[src/rtl/vector_rev_pkg.sv]
// vector_rev_pkg
// Shared defaults and FIFO entry types for the vector_rev_arb slice.
//   VR_W      : default data vector width
//   VR_DEPTH  : default output buffer depth (power of two, >= 2)
//   vr_tag_t  : per-entry side information (source index, bypass flag)
//   vr_entry_t: full entry at the default width (data + tag)
// Optional feature macro: VECTOR_REV_BYPASS_EN adds the bypass flag to the tag.
package vector_rev_pkg;

    localparam int VR_W     = 100;
    localparam int VR_DEPTH = 2;

    typedef struct packed {
`ifdef VECTOR_REV_BYPASS_EN
        logic bypass;
`endif
        logic src;
    } vr_tag_t;

    // The top stores data and tag in separate arrays so that the data width
    // can follow the W parameter; this type documents the default layout.
    typedef struct packed {
        logic [VR_W-1:0] data;
        vr_tag_t         tag;
    } vr_entry_t;

endpackage

[src/rtl/vector_rev_core.sv]
// vector_rev_core
// Purely combinational bit reversal: dout[i] = din[W-1-i].
// Ports:
//   din  : input vector, bit 0 = LSB
//   dout : reversed vector
module vector_rev_core #(
    parameter int W = 100
) (
    input  logic [W-1:0] din,
    output logic [W-1:0] dout
);

    always_comb begin
        dout = '0;
        for (int i = 0; i < W; i++) begin
            dout[i] = din[W-1-i];
        end
    end

endmodule

[src/rtl/vector_rev_arb.sv]
// vector_rev_arb
// Two-requester round-robin arbiter feeding a small FIFO of bit-reversed
// vectors. One vector is accepted per cycle at most; the accepted vector is
// reversed by a single shared vector_rev_core and written into the FIFO tail
// together with its source index.
// Ports:
//   clk, areset_n             : clock, asynchronous active-low reset
//   req0_valid/data/ready     : requester 0 handshake and vector
//   req1_valid/data/ready     : requester 1 handshake and vector
//   req0_bypass, req1_bypass  : store vector unreversed (VECTOR_REV_BYPASS_EN only)
//   out_valid/ready/data/src  : FIFO head handshake, data and source index
//   busy                      : FIFO holds at least one entry
// Optional feature macro: VECTOR_REV_BYPASS_EN.
module vector_rev_arb
    import vector_rev_pkg::*;
#(
    parameter int W     = VR_W,
    parameter int DEPTH = VR_DEPTH
) (
    input  logic         clk,
    input  logic         areset_n,
    input  logic         req0_valid,
    input  logic [W-1:0] req0_data,
    output logic         req0_ready,
    input  logic         req1_valid,
    input  logic [W-1:0] req1_data,
    output logic         req1_ready,
`ifdef VECTOR_REV_BYPASS_EN
    input  logic         req0_bypass,
    input  logic         req1_bypass,
`endif
    output logic         out_valid,
    input  logic         out_ready,
    output logic [W-1:0] out_data,
    output logic         out_src,
    output logic         busy
);

    localparam int PTR_W = (DEPTH > 1) ? $clog2(DEPTH) : 1;
    localparam int CNT_W = $clog2(DEPTH + 1);

    logic [W-1:0]     mem_data [DEPTH];
    vr_tag_t          mem_tag  [DEPTH];
    logic [PTR_W-1:0] wr_ptr;
    logic [PTR_W-1:0] rd_ptr;
    logic [CNT_W-1:0] count;
    logic             rr_last;

    logic             space;
    logic             grant0;
    logic             grant1;
    logic             push;
    logic             pop;
    logic [W-1:0]     sel_data;
    logic [W-1:0]     rev_data;
    logic [W-1:0]     wr_data;
    vr_tag_t          wr_tag;

    assign out_valid = (count != '0);
    assign busy      = out_valid;
    assign pop       = out_valid && out_ready;

    // A full buffer can still accept when the head leaves in the same cycle.
    assign space = (count < CNT_W'(DEPTH)) || pop;

    // rr_last names the last winner; the other requester wins a tie.
    always_comb begin
        grant0 = 1'b0;
        grant1 = 1'b0;
        if (areset_n && space) begin
            if (req0_valid && req1_valid) begin
                grant0 = rr_last;
                grant1 = !rr_last;
            end else begin
                grant0 = req0_valid;
                grant1 = req1_valid;
            end
        end
    end

    assign req0_ready = grant0;
    assign req1_ready = grant1;
    assign push       = grant0 || grant1;

    assign sel_data = grant1 ? req1_data : req0_data;

    vector_rev_core #(
        .W(W)
    ) u_core (
        .din (sel_data),
        .dout(rev_data)
    );

    always_comb begin
        wr_tag     = '0;
        wr_tag.src = grant1;
`ifdef VECTOR_REV_BYPASS_EN
        wr_tag.bypass = grant1 ? req1_bypass : req0_bypass;
        wr_data       = wr_tag.bypass ? sel_data : rev_data;
`else
        wr_data       = rev_data;
`endif
    end

    // Storage is not reset; the head is masked whenever the FIFO is empty so
    // stale contents never reach the outputs.
    always_ff @(posedge clk) begin
        if (push) begin
            mem_data[wr_ptr] <= wr_data;
            mem_tag[wr_ptr]  <= wr_tag;
        end
    end

    always_ff @(posedge clk or negedge areset_n) begin
        if (!areset_n) begin
            wr_ptr  <= '0;
            rd_ptr  <= '0;
            count   <= '0;
            rr_last <= 1'b1;
        end else begin
            if (push) begin
                wr_ptr  <= wr_ptr + PTR_W'(1);
                rr_last <= grant1;
            end
            if (pop) begin
                rd_ptr <= rd_ptr + PTR_W'(1);
            end
            if (push && !pop) begin
                count <= count + CNT_W'(1);
            end else if (pop && !push) begin
                count <= count - CNT_W'(1);
            end
        end
    end

    always_comb begin
        out_data = '0;
        out_src  = 1'b0;
        if (out_valid) begin
            out_data = mem_data[rd_ptr];
            out_src  = mem_tag[rd_ptr].src;
        end
    end

endmodule
[config.mk]
export PLATFORM = sky130hd
export DESIGN_NAME = vector_rev_arb
export DESIGN_NICKNAME = d
export VERILOG_FILES = /design/src/rtl/vector_rev_pkg.sv /design/src/rtl/vector_rev_core.sv /design/src/rtl/vector_rev_arb.sv
export SDC_FILE = /design/constraint.sdc
export NUM_CORES = 1
export LEC_CHECK = 0
export ABC_AREA = 1
export ABC_CLOCK_PERIOD_IN_PS = 8500
export CAP_MARGIN = 15
export CORE_UTILIZATION = 25
export CTS_BUF_LIST = sky130_fd_sc_hd__clkbuf_8
export DETAILED_ROUTE_END_ITERATION = 6
export SYNTH_ARGS = -nofsm -noshare
export SYNTH_HDL_FRONTEND = slang
export SYNTH_HIERARCHICAL = 1
export SYNTH_SLANG_ARGS = --single-unit
[constraint.sdc]
create_clock -name clk -period 8.5 [get_ports clk]
set_input_delay 1.7 -clock clk [delete_from_list [all_inputs] [get_ports clk]]
set_output_delay 1.7 -clock clk [all_outputs]
set_load 0.005 [all_outputs]
Word-level counts from Yosys, hierarchy flattened. Memory sizes are Yosys's and may differ from the RTL's. Cells that the tools add are included.

Output and inout port bits: 105. Memories: 2. Bits in latches: 0. Memory bits (writable): 202. Logic and storage cells: 34. Flip-flop bits (word level): 5. Bits in read-only memories: 0.

Equal/unequal tests: 0. Bitwise gates (word level): 0. Reductions and logical operators: 12. Div/mod/pow operators: 0. $mul: 0. $lt $le $gt $ge: 1. Shift-type cells: 0. Add/sub/neg operators: 4. Multiplexer cells: 11.

Memories: mem_data (depth 2, width 100, rd ports 1, clocked after memory_dff 0, write ports 1, line vector_rev_arb.sv:42) `logic [W-1:0] mem_data [DEPTH];`; mem_tag (depth 2, width 1, rd ports 1, clocked after memory_dff 0, write ports 1, line vector_rev_arb.sv:43) `vr_tag_t mem_tag [DEPTH];`.

Operators by type and width (count): $mux W100 (2); $mux W1 (7); $logic_and A1 B1 Y1 (5); $mux W2 (2); $reduce_bool A2 Y1 (2); $logic_not A1 Y1 (3); $add A1 B1 Y1 const B (2); $add A2 B1 Y2 const B (1); $logic_or A1 B1 Y1 (2); $lt A2 B2 Y1 const B (1); $sub A2 B1 Y2 const B (1).

Depth between registers and ports, before layout.
Depth after elaboration: 10. Gate-level depth with buffers: 10. Gate-level depth less buffers: 10.

Modules after synthesis. The synthesis kept the hierarchy.

By module, submodules not included: vector_rev_arb (area an instance 9270.1 um^2, cells each 913, seq. area each 6192.2 um^2, times used 1); vector_rev_core (area an instance 750.7 um^2, cells each 100, seq. area each 0.0 um^2, times used 1).

Worst setup path after synthesis. No wires, ideal clock.

Path type: input to register. Start point: in out_ready. End point: mem mem_data[1][0] (enable). Setup time: 594 ps. Path slack: 1033 ps. Buffers on the path: 0. Required time: 7906 ps. Data arrival time: 6872 ps. Stages: 4. Path through: inv_1 > nand2_1 > nand3_1 > a21oi_1.

Cells in the longest elaborated chain, start to end: 7. Elaborated cells on any way between the ends: 8. Those cells by class: 4 x mux; 4 x reduce/logical.

Ends and longest elaborated chain: start: declaration (line vector_rev_arb.sv:33) `input logic out_ready,`; $logic_and A1 B1 Y1 * (line vector_rev_arb.sv:61) `assign pop = out_valid && out_ready;`; $logic_or A1 B1 Y1 * (line vector_rev_arb.sv:64) `assign space = (count < CNT_W'(DEPTH)) || pop;`; $logic_and A1 B1 Y1 * (line vector_rev_arb.sv:70) `if (areset_n && space) begin`; $mux W1 (line vector_rev_arb.sv:70); $logic_or A1 B1 Y1 * (line vector_rev_arb.sv:83) `assign push = grant0 || grant1;`; $mux W1 * (line vector_rev_arb.sv:108) `if (push) begin`; $mux W1 (implied by the code) * (line vector_rev_arb.sv:109) `mem_data[wr_ptr] <= wr_data;`; end: declaration (line vector_rev_arb.sv:42).

Every way passes the cells marked *; elsewhere a longest branch is shown, timed or not.

Worst setup path after layout.
Start point: in req1_valid. End point: out req1_ready.

Cells in the longest elaborated chain, start to end: 3.

Ends and longest elaborated chain: start: declaration (line vector_rev_arb.sv:25) `input logic req1_valid,`; $logic_and A1 B1 Y1 (line vector_rev_arb.sv:71) `if (req0_valid && req1_valid) begin`; $mux W1 * (line vector_rev_arb.sv:71); $mux W1 * (line vector_rev_arb.sv:70); end: declaration (line vector_rev_arb.sv:27) `output logic req1_ready,`.

Marked as above.

==> results.sh <==
export IMPL_leakage_nw=5.18
export IMPL_startpoint="req1_valid"
export IMPL_syn_area_per_cell_um2=9.89
export IMPL_max_slew_margin_rel_pct=25.7
export IMPL_drt_initial_drc_count=319
export IMPL_dieArea_um2=40900
export IMPL_hold_violations=0
export IMPL_gr_total_overflow=0
export IMPL_drive_gt1_share_pct=5.35
export IMPL_firstDrtPassIters=4
export IMPL_diodes=0
export IMPL_cts_sinks=207
export IMPL_root_buffer="clkbuf_8"
export IMPL_worstPathCellList="clkdlybuf4s50_1 -> a21boi_4 -> nand2_4 -> inv_1 -> clkdlybuf4s50_1"
export IMPL_grt_pass1_wl_mm=40.9
export IMPL_p_per_area_nw_per_um2=296
export IMPL_critPathKind="in2out"
export IMPL_postCtsResizedCells=0
export IMPL_core_um2=39100
export IMPL_gr_usage_all_layers_pct=12.8
export IMPL_power_w=0.00399
export IMPL_antenna_found_initial=0
export IMPL_fin_cells=1751
export IMPL_cp_end_kind="output port"
export IMPL_die_h_um=202
export IMPL_die_w_um=202
export IMPL_cpLargestDelayFamily="buffers and inverters"
export IMPL_holdBufCountCts=0
export IMPL_clock_path_buffers=3
export IMPL_swShare_pct=34.0
export IMPL_drv_cap=0
export IMPL_timing_fmax_mhz=183
export IMPL_dp_hpwl_mm=16.8
export IMPL_required_ns=6.80
export IMPL_hold_path_end="rr_last$_DFFE_PN1N_"
export IMPL_row_count=72
export IMPL_wl_mm=26.7
export IMPL_fin_nets=1410
export IMPL_cts_htree_levels=2
export IMPL_comb_power_share_pct=40.7
export IMPL_whs_ns=0.518
export IMPL_dp_cells=1682
export IMPL_fin_crit_sh_pct=64.2
export IMPL_hp_class="reg2reg"
export IMPL_worst_pin_slew_ns=1.11
export IMPL_hold_path_startpoint="rr_last$_DFFE_PN1N_"
export IMPL_syn_inst=1013
export IMPL_setup_viol=0
export IMPL_vias=7437
export IMPL_switchingPower_w=0.00136
export IMPL_yosys_register_bits=207
export IMPL_synth_area_um2=10000
export IMPL_fin_skew_ns=0.0220
export IMPL_cp_depth=5
export IMPL_rrSetupSlack_ns=5.64
export IMPL_final_util_pct=34.5
export IMPL_setup_tns_ns=0
export IMPL_cp_arrival_ns=3.76
export IMPL_wl_per_cell_um=15.2
export IMPL_cts_buffers=38
export IMPL_io_pins=310
export IMPL_maxSlewViolCount=0
export IMPL_ff2ff_path_depth=6
export IMPL_routabilityCongestion=0.711
export IMPL_r2r_start="count[1]$_DFFE_PN0P_"
export IMPL_cts_tree="yes"
export IMPL_power_frac_clock_pct=22.3
export IMPL_yosys_warnings=6
export IMPL_area_growth_pct=34.4
export IMPL_viasPerCell=4.25
export IMPL_clk_latency_ns=0.52
export IMPL_pwr_share_seq_pct=37.0
export IMPL_grt_max_degree=102
export IMPL_synth_nets=1219
export IMPL_ys_seq_area_share_pct=61.8
export IMPL_rsz0062_at_grt="no"
export IMPL_critPathSlowestCell="a21boi_4"
export IMPL_cts_setup_buffers=0
export IMPL_cp_start_kind="primary input"
export IMPL_grt_pass1_vias=7416
export IMPL_io_buffers=309
export IMPL_ant_nets=0
export IMPL_start_util_pct=25.6
export IMPL_status="complete, no violations"
export IMPL_path_max_fanout=34
export IMPL_yosys_cell_types_count=17
export IMPL_path_clk_slew_ns=0.05
export IMPL_r2r_end="mem_tag[0]$_DFFE_PP_"
export IMPL_crit_top_cell="clkdlybuf4s50_1"
export IMPL_slowest_delay_ns=0.82
export IMPL_p_int_w=0.00263
export IMPL_post_route_min_period_ns=5.46
export IMPL_hold_depth=2
export IMPL_peakVddDrop_v=0.000126
export IMPL_worst_path_buf_inv=3
export IMPL_drc_errors=0
==> how the worst max path moves through the flow <==
stage,to,slack [ns]
2_1_floorplan,mem_data[1][0]$_DFFE_PP_,1.03
3_3_place_gp,req1_ready,3.00
3_5_place_dp,req1_ready,2.99
4_1_cts,req1_ready,2.97
5_1_grt,req1_ready,2.88
6_report,req1_ready,3.04
==> power by group through the flow <==
| stage | Combinational [W] | Clock [W] | Sequential, W |
|---|---|---|---|
| detailed placement | 0.00167 | 0 | 0.00150 |
| finish | 0.00162 | 0.000891 | 0.00147 |
| CTS | 0.00168 | 0.000934 | 0.00148 |
| global placement | 0.00166 | 0 | 0.00149 |
| floorplan | 0.000838 | 0 | 0.00147 |
| global route | 0.00179 | 0.000974 | 0.00150 |
==> worst min-delay path, stage by stage (launching register included) <==
cell	delay (ns)
dfstp_2	0.39
nand3_1	0.08
nand2_1	0.05
==> flip-flops by register name (all words and copies together), names as in the netlist <==
| name | flops |
|---|---|
| count | 2 |
| mem_data | 200 |
| mem_tag | 2 |
| rd_ptr | 1 |
| rr_last | 1 |
| wr_ptr | 1 |
==> cell type report <==
class / instances / area (µm²)
Sequential cell: 207 / 6200
Clock inverter: 27 / 136
Inverter: 11 / 46.3
Clock buffer: 42 / 578
Timing Repair Buffer: 318 / 3170
Multi-Input combinational cell: 628 / 2700
Tap cell: 518 / 648
Fill cell: 3968 / 25600
==> logic make-up after synthesis <==
logic type / Yosys count / share of synthesized area, %
AND/OR/NAND/NOR: 520 / 20.8
flip-flops: 207 / 61.8
buffers and inverters: 178 / 11.7
AO/OA/AOI/OAI: 105 / 5.37
XOR/XNOR: 2 / 0.175
adder cells (fa/ha/maj): 1 / 0.125
==> placed cells by master, fill, tap and decap left out <==
cell type / n
clkinv_2: 4
clkbuf_8: 42
nand3_1: 105
bufinv_16: 1
a21oi_1: 102
inv_1: 24
dfrtp_4: 1
inv_4: 2
buf_12: 1
nand2_1: 412
nand4_1: 1
buf_4: 8
ha_1: 1
a21boi_4: 2
clkdlybuf4s50_1: 309
a21oi_4: 1
dfstp_2: 1
clkinvlp_4: 1
dfrtp_1: 3
nand2_4: 1
xnor2_1: 1
clkinv_1: 6
nor2_4: 1
edfxtp_1: 202
xor2_1: 1
==> synth_stat cells, drive strengths merged <==
cell    number  share of area (%)
nand3      105                5.2
dfrtp        4                1.0
xnor2        1              0.087
ha           1               0.12
nand4        1              0.062
clkbuf       6               0.22
nor2         1              0.037
buf        161                 11
a21boi       2               0.22
inv         11               0.41
nand2      413                 15
edfxtp     202                 61
a21oi      103                5.1
dfstp        1               0.26
xor2         1              0.087
==> through the flow <==
step	worst slack (ns)	instance area (µm²)
detailed placement	2.99	12800
global route	2.88	13500
finish	3.04	13500
CTS	2.97	13500
floorplan	1.03	10000
global placement	3.00	12800
==> routing by layer <==
metal	routed length (µm)	global-route usage (%)	part of all wire, %
met4	502	3.92	1.9
met5	0	0	0
met1	11000	15.0	41
met2	13400	22.8	50
met3	1780	3.19	6.7
No activity file was read; power rests on OpenSTA's default activity.
